===== config.mk =====
export PLATFORM = sky130hd
export DESIGN_NAME = rightshift_iter
export DESIGN_NICKNAME = d
export VERILOG_FILES = /design/src/rtl/alu_pkg.sv /design/src/rtl/rshift_stage.sv /design/src/rtl/rightshift_iter.sv
export SDC_FILE = /design/constraint.sdc
export NUM_CORES = 1
export LEC_CHECK = 0
export BUFFER_PORTS_ARGS = -buffer_cell sky130_fd_sc_hd__buf_4
export CAP_MARGIN = 20
export CORE_UTILIZATION = 62
export CTS_CLUSTER_SIZE = 30
export DETAILED_ROUTE_END_ITERATION = 7
export PLACE_DENSITY = 0.87
export SLEW_MARGIN = 20
export SYNTH_ARGS = -nofsm -noshare
export SYNTH_HDL_FRONTEND = slang
export SYNTH_SLANG_ARGS = --single-unit

===== constraint.sdc =====
create_clock -name clk -period 6.92 [get_ports clk]
set_input_delay 1.384 -clock clk [delete_from_list [all_inputs] [get_ports clk]]
set_output_delay 1.384 -clock clk [all_outputs]
set_load 0.02 [all_outputs]

===== src/rtl/alu_pkg.sv =====
// rtl/alu_pkg.sv - shared ALU op codes and shifter state encoding
package alu_pkg;

  localparam int CTRL_W = 5;

  localparam logic [CTRL_W-1:0] CTRL_SRL = 5'd6;
  localparam logic [CTRL_W-1:0] CTRL_SRA = 5'd7;

  typedef enum logic [1:0] {
    IDLE  = 2'd0,
    SHIFT = 2'd1,
    DONE  = 2'd2
  } state_t;

endpackage


===== src/rtl/rshift_stage.sv =====
// rtl/rshift_stage.sv - one combinational right-shift stage, amount given as a one-hot mask
module rshift_stage #(
  parameter int WIDTH   = 32,
  parameter int SHAMT_W = $clog2(WIDTH)
) (
  input  logic [WIDTH-1:0]   data,
  input  logic [SHAMT_W-1:0] mask,
  input  logic               enable,
  input  logic               fill,
  output logic [WIDTH-1:0]   shifted
);

  logic [WIDTH-1:0] fill_bits;

  // Shift by the numeric value of the one-hot mask; vacated top bits take the fill bit.
  always_comb begin
    fill_bits = fill ? ~({WIDTH{1'b1}} >> mask) : '0;
    shifted   = enable ? ((data >> mask) | fill_bits) : data;
  end

endmodule


===== src/rtl/rightshift_iter.sv =====
// rtl/rightshift_iter.sv - iterative right shifter, one shift-amount bit per cycle; ARITH_SHIFT_EN enables SRA
module rightshift_iter
  import alu_pkg::*;
#(
  parameter int WIDTH   = 32,
  parameter int SHAMT_W = $clog2(WIDTH)
) (
  input  logic               clk,
  input  logic               rst,
  input  logic               in_valid,
  output logic               in_ready,
  input  logic [WIDTH-1:0]   a,
  input  logic [SHAMT_W-1:0] b,
  input  logic [CTRL_W-1:0]  ctrl,
  output logic               out_valid,
  output logic [WIDTH-1:0]   out
);

  state_t state, state_next;

  logic               accept;
  logic               last_stage;
  logic               stage_en;
  logic               fill;
  logic [WIDTH-1:0]   a_r;
  logic [WIDTH-1:0]   shifted;
  logic [SHAMT_W-1:0] b_r;
  logic [SHAMT_W-1:0] mask;

`ifdef ARITH_SHIFT_EN
  logic [CTRL_W-1:0] op_r;
  logic              sign_r;

  // Sign captured at accept so the fill stays constant across all stages.
  assign fill = (op_r == CTRL_SRA) & sign_r;
`else
  logic unused_ctrl;

  // Logical-only build: the op code has no effect.
  assign unused_ctrl = ^ctrl;
  assign fill        = 1'b0;
`endif

  assign last_stage = mask[SHAMT_W-1];
  assign stage_en   = |(b_r & mask);

  rshift_stage #(
    .WIDTH   (WIDTH),
    .SHAMT_W (SHAMT_W)
  ) u_stage (
    .data    (a_r),
    .mask    (mask),
    .enable  (stage_en),
    .fill    (fill),
    .shifted (shifted)
  );

  // Next-state and handshake decode; a new op may be taken whenever not mid-shift.
  always_comb begin
    state_next = state;
    in_ready   = 1'b0;
    accept     = 1'b0;
    case (state)
      IDLE, DONE: begin
        in_ready = 1'b1;
        if (in_valid) begin
          accept     = 1'b1;
          state_next = SHIFT;
        end
      end
      SHIFT: begin
        if (last_stage) begin
          state_next = DONE;
        end
      end
      default: state_next = IDLE;
    endcase
  end

  // State register.
  always_ff @(posedge clk or posedge rst) begin
    if (rst) begin
      state <= IDLE;
    end else begin
      state <= state_next;
    end
  end

  // Operand capture, per-cycle stage update and result hold.
  always_ff @(posedge clk or posedge rst) begin
    if (rst) begin
      a_r       <= '0;
      b_r       <= '0;
      mask      <= '0;
      out       <= '0;
      out_valid <= 1'b0;
`ifdef ARITH_SHIFT_EN
      op_r      <= '0;
      sign_r    <= 1'b0;
`endif
    end else if (accept) begin
      a_r       <= a;
      b_r       <= b;
      mask      <= {{(SHAMT_W-1){1'b0}}, 1'b1};
      out_valid <= 1'b0;
`ifdef ARITH_SHIFT_EN
      op_r      <= ctrl;
      sign_r    <= a[WIDTH-1];
`endif
    end else if (state == SHIFT) begin
      a_r  <= shifted;
      mask <= mask << 1;
      if (last_stage) begin
        out       <= shifted;
        out_valid <= 1'b1;
      end
    end
  end

endmodule


# [Word level (Yosys, flattened, before mapping)]
# Cells that the tools add are included.
# W data, S select, Z words.
[op_classes] n_shift=1 n_bitwise=2 div=0 n_mux=14 n_eq_ne=4 n_reduce_logical=8 n_addsub=0 magnitude_cmp=0 mul=0
[ops] op="$mux W32" count=3
[ops] op="$shr A32 B5 Y32" count=1
[ops] op="$mux W5" count=2
[ops] op="$mux W1" count=6
[ops] op="$and A5 B5 Y5" count=1
[ops] op="$reduce_or A5 Y1" count=1
[ops] op="$mux W2" count=2
[ops] op="$ne A2 B2 Y1 const B" count=2
[ops] op="$pmux W2 S2" count=1
[ops] op="$reduce_and A2 Y1" count=2
[ops] op="$reduce_bool A2 Y1" count=2
[ops] op="$reduce_and A3 Y1" count=1
[ops] op="$eq A2 B1 Y1 const B" count=1
[ops] op="$eq A2 B2 Y1 const B" count=1
[ops] op="$logic_not A2 Y1" count=1
[ops] op="$reduce_or A2 Y1" count=1
[ops] op="$not A1 Y1" count=1
[totals] in_bits=45 memories=0 out_inout_bits=34 ff_bits=77 word_cells=35 ram_bits=0 mem_bits_ro=0 latchBits=0

# [Logic depth before layout (Yosys ltp)]
# Gate-level depths: netlist (run 1).
[logic_depth] word_depth=5 ltp_mapped=9 mapped_depth_nobuf=5

# [Modules after synthesis]
# From an unflattened synthesis (run 1), not the netlist that was laid out.
[unflattened] hier_cells=611 area_unflattened_um2=5705.5
[by_module_without_submodules] module="rightshift_iter" seq_area_each_um2=1926.8 n_inst=1 cells_each=264 area_each_um2=3215.6
[by_module_without_submodules] module="rshift_stage" seq_area_each_um2=0.0 n_inst=1 cells_each=347 area_each_um2=2489.9

# [Worst setup path before layout (run 1)]
# Ideal clock, no wire load.
[synth_timing] path_type="input-to-reg" start="in in_valid" end="reg a_r[16]" n_path_buf=2 stages=5 setup_slack_ns=4.408 arrival_ns=2.429 setup_ns=0.084 required_ns=6.836 cell_sequence="nor2b_1 -> clkbuf_1 -> clkbuf_1 -> a22oi_1 -> o21ai_0"
[synth_between] elab_chain_len=3 elab_cells_between_ends=4 cone_classes="mux: 3; reduce/logical: 1"
[synth_lines] item="start, declared" line_no="rightshift_iter.sv:10" rtl="input logic in_valid,"
[synth_lines] item="$mux W1 *" line_no="rightshift_iter.sv:66" rtl="if (in_valid) begin"
[synth_lines] item="$mux W1 *" line_no="rightshift_iter.sv:63" rtl="case (state)"
[synth_lines] item="$mux W32 / $reduce_bool A2 Y1 (equally long branches)"
[synth_lines] item="end signal, assigned" line_no="rightshift_iter.sv:111" rtl="a_r <= shifted;"
[synth_lines] item="end, declared" line_no="rightshift_iter.sv:25" rtl="logic [WIDTH-1:0] a_r;"
# Every way passes the cells marked *; elsewhere a longest branch is shown, timed or not.
# A chain may end at the register's enable or synchronous reset.

# [Worst setup path in the final report (run 1)]
[layout_timing] start="reg mask[3]" end="reg a_r[2]"
[layout_between] elab_chain_len=5 elab_cells_between_ends=6 cone_classes="shift: 1; mux: 3; bitwise: 1; reduce/logical: 1"
[layout_lines] item="start, declared" line_no="rightshift_iter.sv:28" rtl="logic [SHAMT_W-1:0] mask;"
[layout_lines] item="start signal, assigned" line_no="rightshift_iter.sv:104" rtl="mask <= {{(SHAMT_W-1){1'b0}}, 1'b1};"
[layout_lines] item="start signal, assigned" line_no="rightshift_iter.sv:112" rtl="mask <= mask << 1;"
[layout_lines] item="parallel branches: the longest is 2 deep, another holds $shr A32 B5 Y32"
[layout_lines] item="$mux W32 *" line_no="rshift_stage.sv:18" rtl="shifted = enable ? ((data >> mask) | fill_bits) : data;"
[layout_lines] item="$mux W32 *" line_no="rightshift_iter.sv:110" rtl="end else if (state == SHIFT) begin"
[layout_lines] item="$mux W32 *" line_no="rightshift_iter.sv:101" rtl="end else if (accept) begin"
# Every way passes the cells marked *. The select of a mux whose other input is x is not followed.

==> results.md, run 1 <==
- N_diodes: 0
- Hold_sp: out[15]
- Via density: between 6 and 7
- Port buffer count: 73
- Top-area cell type share of the netlist area: 39.8%
- WP data arrival: around 3600 ps
- Post-DRT Antenna Nets: 0
- Met2 wire length: between 6 and 7 mm
- Core area: 0.00741 sq mm
- RSZ-0062 raised after global routing: no
- Antenna violations before repair: 0
- Clock tree buffer depth: 2
- Synth Flop Type: dfrtp_1
- Routed wire length: about 15 mm
- Drt initial violations: 513
- Required time of the worst setup path: between 7000 and 8000 ps
- CTS Buf Count: 9
- Number of detailed-route iterations in the first pass: 5
- Post-CTS setup buffers: 0
- DRC viols: 0
- Gr usage total: roughly 38%
- Critical path type: reg2reg
- Hold-fix buffers at CTS: 0
- TritonCTS clock tree: built
- R2r startpoint: mask[3]
- Wire length on met3: ~1.4 mm
- Maxcap violations: 0
- CTS H-Tree Depth: 3
- Leakage: 2.43 nW
- Slew Viols, Final: 0
- Synth top area cells: dfrtp_1 40%, mux4_2 13%, nand2_1 7.8%, mux2i_1 5.2%, a22oi_1 3.6%
- Setup TNS: 0 ps
- Final worst-path cycle share: roughly half
- Nets: 596
- Async S/R FF share, synth: 100%
- Area delta synth->final: 15.4%
- Share of layout cells above drive strength 1: around a quarter
- Area after DPL: 0.00535 sq mm
- Die W: around 90 microns
- Fin area: 0.00558 sq mm
- Inst Count DP: 639
- Critical Path Start Type: flop
- CTS Root Cell: clkbuf_8
- Routed WL per cell: 22.3 microns
- Avg Inst Size Synth: 9.65 sq um
- Sequential power share: roughly 28%
- Yosys warning count: 0
- Peak Freq: 300 MHz
- Final Hold Viols: 0
- Mapped cell area: 0.00484 sq mm
- TritonCTS Sinks: 77
- Share of total power in the clock network: about an eighth
- Hpwl dp: approximately 10 mm
- Worst Setup SP: mask[3]
- Vias in the first global route: 4,354
- Chip height: about 90 microns
- Hold crit path type: reg2reg
- #FFs+latches synth: 77
- Clk_skew: approximately 12 ps
- Post-CTS sizing: 0
- Post-Layout Cell Count: 655
- Max VDD drop: about 0.00040 V
- Clock-pin slew on the worst setup and hold paths: about 90 ps
- Status: completed
- Power per cell area: 566 mW/mm^2
- Routability Congestion: a little over 1
- Register area share after synthesis: 39.8%
- Pin count of the biggest net entering global routing: around 80
- Vias: 4,418
- Post-synth EDFFs: 0
- # rows: 31
- Minimum clock period: roughly 3300 ps
- # setup viols final: 0
- Syn nets: 546
- Fillers: 516
- Cell Int Power: ~1.6 mW
- Psw: 1.54 mW
- Initial Util: 65.3%
- Top sig layer: met4
- Worst rel slew slack: 27.0%
- Clock latency on the worst-skew pair: roughly 360 ps
- Synth top cells by count: 100 x nand2_1, 77 x dfrtp_1, 31 x o21ai_1, 27 x mux4_2
- Wl on met1: 5.89 mm
- Yosys cell types: 52
- Mapped Cells: 501
- GRT Residual Overflow: 0
- Switching Share: 48.8%
- Die area: between 0.008 and 0.009 sq mm
- Worst slew pin tran: 1100 ps
- First-pass GRT wire length: 23.7 mm
- CP Capture Type: flop
- I/O pins: 79
- Most frequent cell after synthesis: nand2_1
- Comb power frac: about three fifths
- Max FO, Critical Path: 29
- Area leader, netlist: dfrtp_1
## registers in the layout, summed over array words and instances (netlist names)
signal     flops
out_valid      1
a_r           32
b_r            5
state          2
mask           5
out           32
## through the flow
step	worst slack (ps)	utilization [%]	power, mW	hold WS, ps
2_1_floorplan	3570	-	2.18	445
3_3_place_gp	3680	72.2	2.67	454
3_5_place_dp	3590	72.2	2.73	472
4_1_cts	3670	75.2	3.12	491
5_1_grt	3400	75.3	3.34	517
6_report	3580	75.3	3.16	486
## final timing paths
| path | to | slack, ps | cells past startpoint |
|---|---|---|---|
| worst max-delay path | a_r[2] | 3580 | 6 |
| worst min register to register | out[15] | 490 | 2 |
| worst max register to register | a_r[2] | 3580 | 6 |
| worst min-delay path | out[15] | 490 | 2 |
| max in group asynchronous | mask[0] | 4910 | 3 |
| min in group asynchronous | out[23] | 1330 | 3 |
## worst max-delay path: stages, from the launching register on
cell      delay (ps)
dfrtp_1         1070
a22oi_1          310
and2_1           520
buf_4            370
nor3_2           650
a222oi_1         190
o21ai_1          130
## layout by cell type, fill, tap and decap left out, types with 3 or more instances in the layout
cell type	count
a21oi_1	25
a221o_1	4
a221oi_1	3
a222oi_1	6
a22o_1	5
a22oi_1	23
a31oi_1	3
a32oi_1	4
buf_4	82
clkbuf_8	9
dfrtp_1	76
inv_1	7
mux2_2	6
mux2i_1	25
mux4_2	27
nand2_1	100
nand2b_1	7
nand3_1	10
nor2_1	22
nor3_1	15
o211ai_1	4
o21ai_0	21
o21ai_1	31
o221ai_1	3
## layout make-up
cell class,instances,area (sq um),area share [%]
Clock buffer,9,124,2.22
Timing Repair Buffer,82,616,11.0
Multi-Input combinational cell,373,2660,47.7
Clock inverter,7,98.8,1.77
Tap cell,99,124,2.22
Inverter,8,30.0,0.538
Sequential cell,77,1930,34.6
## cell families after synthesis
family	after synthesis	synth area share (%)
mux	61	20.5
compound gates	143	19.3
buf+inv	51	5.33
simple gates	169	15.0
flops	77	39.8
## power groups by stage
| stage | sequential [mW] | clock [mW] | combinational [mW] |
|---|---|---|---|
| finish | 0.901 | 0.388 | 1.87 |
| global route | 0.924 | 0.404 | 2.01 |
| CTS | 0.891 | 0.387 | 1.84 |
| detailed placement | 0.899 | 0 | 1.83 |
| global placement | 0.882 | 0 | 1.79 |
| floorplan | 0.915 | 0 | 1.26 |
## routing by layer
layer | vias to the layer above | track usage [%]
li1 | 1964 | -
met1 | 2136 | 53.8
met2 | 278 | 57.6
met3 | 40 | 6.99
met4 | 0 | 16.3
met5 | - | 0
Note: power is estimated with default switching activity, not from simulation.
==> run 2: changes to the inputs <==
--- a/config.mk
+++ b/config.mk
@@ -7,10 +7,10 @@
 export LEC_CHECK = 0
 export BUFFER_PORTS_ARGS = -buffer_cell sky130_fd_sc_hd__buf_4
 export CAP_MARGIN = 20
-export CORE_UTILIZATION = 62
+export CORE_UTILIZATION = 52
 export CTS_CLUSTER_SIZE = 30
 export DETAILED_ROUTE_END_ITERATION = 7
-export PLACE_DENSITY = 0.87
+export PLACE_DENSITY = 0.77
 export SLEW_MARGIN = 20
 export SYNTH_ARGS = -nofsm -noshare
 export SYNTH_HDL_FRONTEND = slang
==> constraint.sdc (replaced) <==
create_clock -name clk -period 2.8 [get_ports clk]
set_input_delay 0.56 -clock clk [delete_from_list [all_inputs] [get_ports clk]]
set_output_delay 0.56 -clock clk [all_outputs]
set_load 0.02 [all_outputs]
==> run 2 against run 1 <==
Effect of this change: the run now ends with DRC left; routed wire length is 7.2% higher; via count grew 1.9%; setup slack worse by 3300 ps; global-route usage shrank 3.7 points; largest power group unchanged; sequential share of layout area decreased by 1.1 points; clock power rose to 2.7 times the previous value.
==> results.md, run 2 (synthesis gave the netlist of run 1 again) <==
- Status: finished, violations left
- Failing checks: DRC
- # setup viols final: 0
- Pin count of the biggest net entering global routing: 41
- Post-DRT Antenna Nets: 0
- Number of detailed-route iterations in the first pass: 8
- Maxcap violations: 0
- Post-Layout Cell Count: 686
- CP top delay family: compound AO/OA/AOI/OAI gates
- First-pass GRT wire length: 24.8 mm
- Worst rel slew slack: 43.7%
- RR Endpoint: a_r[13]
- Chip height: 98.4 microns
- Clock latency on the worst-skew pair: 360 ps
- Total power: approximately 8.2 mW
- Multi-input logic area: ~0.0027 sq mm
- Die W: 98.4 microns
- Commonest non-fill, non-tap cell in the layout: buf_4
- Switching Share: 47.8%
- N_diodes: 0
- Leakage: 2.54 nW
- Hold crit path type: in2async
- I/O pins: 79
- Die area: ~0.0097 sq mm
- WHS: roughly 320 ps
- Vias: between 4,000 and 5,000
- Nets: roughly 620
- Hpwl dp: between 10 and 15 mm
- Drt initial violations: 479
- Antenna violations before repair: 0
- DRC viols: 2
- FF-to-FF path depth: 6
- CP Capture Type: flop
- Routability Congestion: between 0.9 and 1
- CTS Root Cell: clkbuf_8
- Clock-pin slew on the worst setup and hold paths: ~90 ps
- Gr usage total: between 30% and 40%
- Slew Viols, Final: 0
- Share of layout cells above drive strength 1: 27.9%
- GRT Residual Overflow: 0
- WP data arrival: 2720 ps
- Routed WL per cell: 22.8 microns
- Peak Freq: 398 MHz
- Setup TNS: 0 ps
- Post-CTS setup buffers: 0
- Critical Path Start Type: flop
- Most frequent cells in the layout: 104 x buf_4, 99 x nand2_1, 76 x dfrtp_1
- Largest registers: a_r x32, out x32
- Cell Int Power: 4.27 mW
- Inst Count DP: 670
- Clock tree buffer depth: 2
- Area delta synth->final: 19.3%
- Pre-CTS worst setup slack: 333 ps
- Util after Layout: 65.2%
- Psw: 3.90 mW
- Sequential power share: 28.0%
- R2r startpoint: mask[0]
- Core area: around 0.0088 sq mm
- Final worst-path cycle share: roughly 90%
- Post-CTS sizing: 0
- Hold-fix buffers at CTS: 0
- Max FO, Critical Path: 19
- Setup slack, reg-to-reg: 290 ps
- CTS Buf Count: 9
- Minimum clock period: 2510 ps
- Routed wire length: 15.6 mm
- Share of total power in the clock network: 12.5%
- Critical path type: reg2reg
- Required time of the worst setup path: roughly 3000 ps
- WP buf/inv: 1
- Fin area: 0.00577 sq mm
- Worst slew pin tran: 840 ps
- Crit-path slowest cell: dfrtp_2
- RSZ-0062 raised after global routing: no
- Final Hold Viols: 0
- Clk_skew: 10.2 ps
- Comb power frac: approximately 59%
- Power per cell area: 1420 mW/mm^2
- Via density: roughly 6.6
- TritonCTS Sinks: 77
- CTS H-Tree Depth: 3
- Post-route setup slack: ~290 ps
- Area after DPL: 0.00553 sq mm
- Register area: 0.00193 sq mm
- Worst path max stage delay: about 600 ps
- Fillers: ~750
- Vias in the first global route: 4,443
- Worst-path cell chain: a222oi_1, and2_1, buf_4, nor3_1, a21oi_1, o221ai_1
- Initial Util: 54.7%
- Max VDD drop: around 0.00083 V
- TritonCTS clock tree: built
- # rows: 34
- Port buffer count: 73
==> run 2: cell types whose count changed in the layout (fill, tap and decap cells not counted) <==
cell / previous run / this run
nor2_2: 0 / 1
clkbuf_1: 0 / 1
bufinv_16: 2 / 3
clkinv_4: 2 / 1
buf_4: 82 / 104
nand2_2: 0 / 1
nor2_4: 1 / 0
nand2_1: 100 / 99
inv_6: 1 / 0
==> run 2: worst min-delay path, stage by stage <==
cell	delay (ps)
buf_4	110
inv_2	40
buf_4	400
==> run 2: layout make-up <==
class / instances / area share, %
Clock buffer: 10 / 2.21
Tap cell: 108 / 2.34
Inverter: 8 / 0.520
Timing Repair Buffer: 104 / 13.5
Clock inverter: 6 / 1.93
Sequential cell: 77 / 33.4
Multi-Input combinational cell: 373 / 46.0
==> run 2: power by group through the flow <==
stage | sequential [mW] | combinational (mW) | clock [mW]
4_1_cts | 2.27 | 4.79 | 1.04
3_5_place_dp | 2.29 | 4.76 | 0
3_3_place_gp | 2.25 | 4.72 | 0
6_report | 2.29 | 4.86 | 1.03
5_1_grt | 2.36 | 5.24 | 1.08
2_1_floorplan | 2.26 | 3.12 | 0
==> run 2: per-layer routing <==
metal,track usage (%),routed length [microns]
met3,8.65,1540
met5,0,0
met2,53.1,7240
met4,14.1,577
met1,46.4,6270
==> run 2: how the worst max path moves through the flow <==
stage / from / endpoint / slack [ps] / depth (start not counted)
after detailed placement: mask[0] / a_r[3] / 330 / 6
after global placement: mask[0] / out[3] / 340 / 6
after CTS: mask[0] / a_r[13] / 320 / 6
after global routing: mask[0] / a_r[11] / 140 / 6
after floorplan: rst / a_r[0] / 270 / 1
final: mask[0] / a_r[13] / 290 / 6
==> run 3: changes to the inputs <==
--- a/config.mk
+++ b/config.mk
@@ -7,10 +7,10 @@
 export LEC_CHECK = 0
 export BUFFER_PORTS_ARGS = -buffer_cell sky130_fd_sc_hd__buf_4
 export CAP_MARGIN = 20
-export CORE_UTILIZATION = 52
+export CORE_UTILIZATION = 57
 export CTS_CLUSTER_SIZE = 30
 export DETAILED_ROUTE_END_ITERATION = 7
-export PLACE_DENSITY = 0.77
+export PLACE_DENSITY = 0.8
 export SLEW_MARGIN = 20
 export SYNTH_ARGS = -nofsm -noshare
 export SYNTH_HDL_FRONTEND = slang
==> constraint.sdc (replaced) <==
create_clock -name clk -period 2.4 [get_ports clk]
set_input_delay 0.48 -clock clk [delete_from_list [all_inputs] [get_ports clk]]
set_output_delay 0.48 -clock clk [all_outputs]
set_load 0.02 [all_outputs]
==> run 3 against run 2 <==
Effect of this change: the run now ends clean; clock power up 9%; hold slack worse by 120 ps; setup slack worse by 200 ps; global-route usage up 2.3 points; critical endpoint is now out[10]; via count up 2.8%; die area down 8.6%; count of clock-buffer cells in the layout up 1; non-clock buffer count unchanged; cell area up 0.78%; final cell count down 0.44%.
==> results.md, run 3 (synthesis gave the netlist of run 1 again) <==
- Cell Int Power: approximately 5 mW
- Clock tree buffer depth: 2
- Post-CTS sizing: 0
- # setup viols final: 0
- WP data arrival: ~2600 ps
- Clock-pin slew on the worst setup and hold paths: 90 ps
- Drt initial violations: 516
- FF-to-FF path depth: 6
- N_diodes: 0
- Gr usage total: approximately 37%
- Max VDD drop: 0.00104 V
- Routed WL per cell: between 20 and 25 microns
- TritonCTS clock tree: built
- Die area: about 0.0089 sq mm
- Post-DRT Antenna Nets: 0
- DRC viols: 0
- Setup TNS: 0 ps
- Maxcap violations: 0
- Switching Share: 47.7%
- Critical path type: reg2reg
- Critical Path Start Type: flop
- Worst rel slew slack: between 50% and 60%
- Clock latency on the worst-skew pair: 350 ps
- Final Hold Viols: 0
- Port buffer count: 73
- TritonCTS Sinks: 77
- Max FO, Critical Path: 13
- Leakage: ~2.5 nW
- Most frequent cells in the layout: 100 x buf_4, 99 x nand2_1, 76 x dfrtp_1
- Largest registers: a_r x32, out x32
- R2r startpoint: mask[0]
- Hold-fix buffers at CTS: 0
- Comb power frac: 60.6%
- RSZ-0062 raised after global routing: no
- Initial Util: between 50% and 60%
- Routability Congestion: 0.950
- Share of layout cells above drive strength 1: 27.9%
- Worst slew pin tran: just over 600 ps
- Setup slack, reg-to-reg: 90 ps
- Antenna violations before repair: 0
- Sequential power share: approximately 28%
- CTS Root Cell: clkbuf_8
- Commonest non-fill, non-tap cell in the layout: buf_4
- Via density: roughly 6.8
- Hold crit path type: in2async
- Share of total power in the clock network: 11.7%
- CP Capture Type: flop
- Slew Viols, Final: 0
- Nets: 618
- Psw: 4.54 mW
- Peak Freq: 433 MHz
- Power per cell area: about 1600 mW/mm^2
- Core area: 0.00822 sq mm
- RR Endpoint: out[10]
- Required time of the worst setup path: roughly 2600 ps
- Die W: 94.1 microns
- Final worst-path cycle share: 96.2%
- # rows: 33
- First-pass GRT wire length: 23.9 mm
- GRT Residual Overflow: 0
- Total power: around 9.5 mW
- Vias: 4,628
- Minimum clock period: 2310 ps
- Clk_skew: 11.4 ps
- Pin count of the biggest net entering global routing: between 70 and 80
- Vias in the first global route: 4,371
- Number of detailed-route iterations in the first pass: 8
- I/O pins: between 70 and 80
- Routed wire length: roughly 15 mm
- CTS Buf Count: 9
- CTS H-Tree Depth: 3
- Post-CTS setup buffers: 0
- Area delta synth->final: 20.2%
- Status: completed
- Hpwl dp: approximately 11 mm
- Chip height: 94.1 microns
==> run 3: cell types whose count changed in the layout (fill, tap and decap cells not counted) <==
cell,before,now
buf_12,0,4
buf_4,104,100
clkinvlp_4,1,3
bufinv_16,3,2
clkbuf_8,9,10
clkinv_2,1,0
dfrtp_2,1,0
dfrtp_4,0,1
inv_2,1,0
nor3_2,1,0
nor3_4,0,1
==> run 3: layout make-up <==
| type | count | area (sq um) |
|---|---|---|
| Inverter | 8 | 33.8 |
| Clock buffer | 11 | 141 |
| Fill cell | 638 | 2400 |
| Tap cell | 105 | 131 |
| Clock inverter | 5 | 83.8 |
| Timing Repair Buffer | 104 | 831 |
| Multi-Input combinational cell | 373 | 2660 |
| Sequential cell | 77 | 1930 |
==> run 3: per-stage QoR <==
stage	area (sq um)	hold WS, ps	cells	setup slack (ps)	util [%]
2_1_floorplan	4840	445	501	400	-
3_3_place_gp	5580	457	667	92.5	67.9
3_5_place_dp	5580	467	667	71.8	67.9
4_1_cts	5810	251	683	74.6	70.7
5_1_grt	5810	270	683	7.86	70.8
6_report	5810	195	683	91.3	70.8
==> run 3: critical path: stages (launching register included) <==
cell,delay (ps)
dfrtp_4,590
buf_4,210
mux4_2,570
nand2_1,90
o21ai_1,210
a221oi_1,440
nor2_1,80
==> run 3: per-layer routing <==
layer / track usage (%) / vias up / part of all wire, % / wire length (microns)
met5: 0 / - / 0 / 0
met4: 17.1 / 0 / 3.5 / 533
met3: 5.58 / 48 / 9.9 / 1500
met2: 57.3 / 322 / 47 / 7150
met1: 49.9 / 2249 / 40 / 6000
li1: - / 2009 / - / -
==> run 3: worst max path at each step <==
| stage | startpoint | slack [ps] | endpoint |
|---|---|---|---|
| 2_1_floorplan | mask[1] | 400 | a_r[2] |
| 3_3_place_gp | mask[0] | 90 | out[7] |
| 3_5_place_dp | mask[0] | 70 | out[10] |
| 4_1_cts | mask[0] | 70 | out[10] |
| 5_1_grt | mask[0] | 8 | a_r[16] |
| 6_report | mask[0] | 90 | out[10] |
==> run 3: power groups by stage <==
| stage | sequential [mW] | clock (mW) | combinational, mW |
|---|---|---|---|
| after floorplan | 2.64 | 0 | 3.64 |
| after global routing | 2.72 | 1.18 | 6.18 |
| after detailed placement | 2.62 | 0 | 5.65 |
| after global placement | 2.57 | 0 | 5.56 |
| final | 2.63 | 1.12 | 5.77 |
| after CTS | 2.60 | 1.13 | 5.69 |
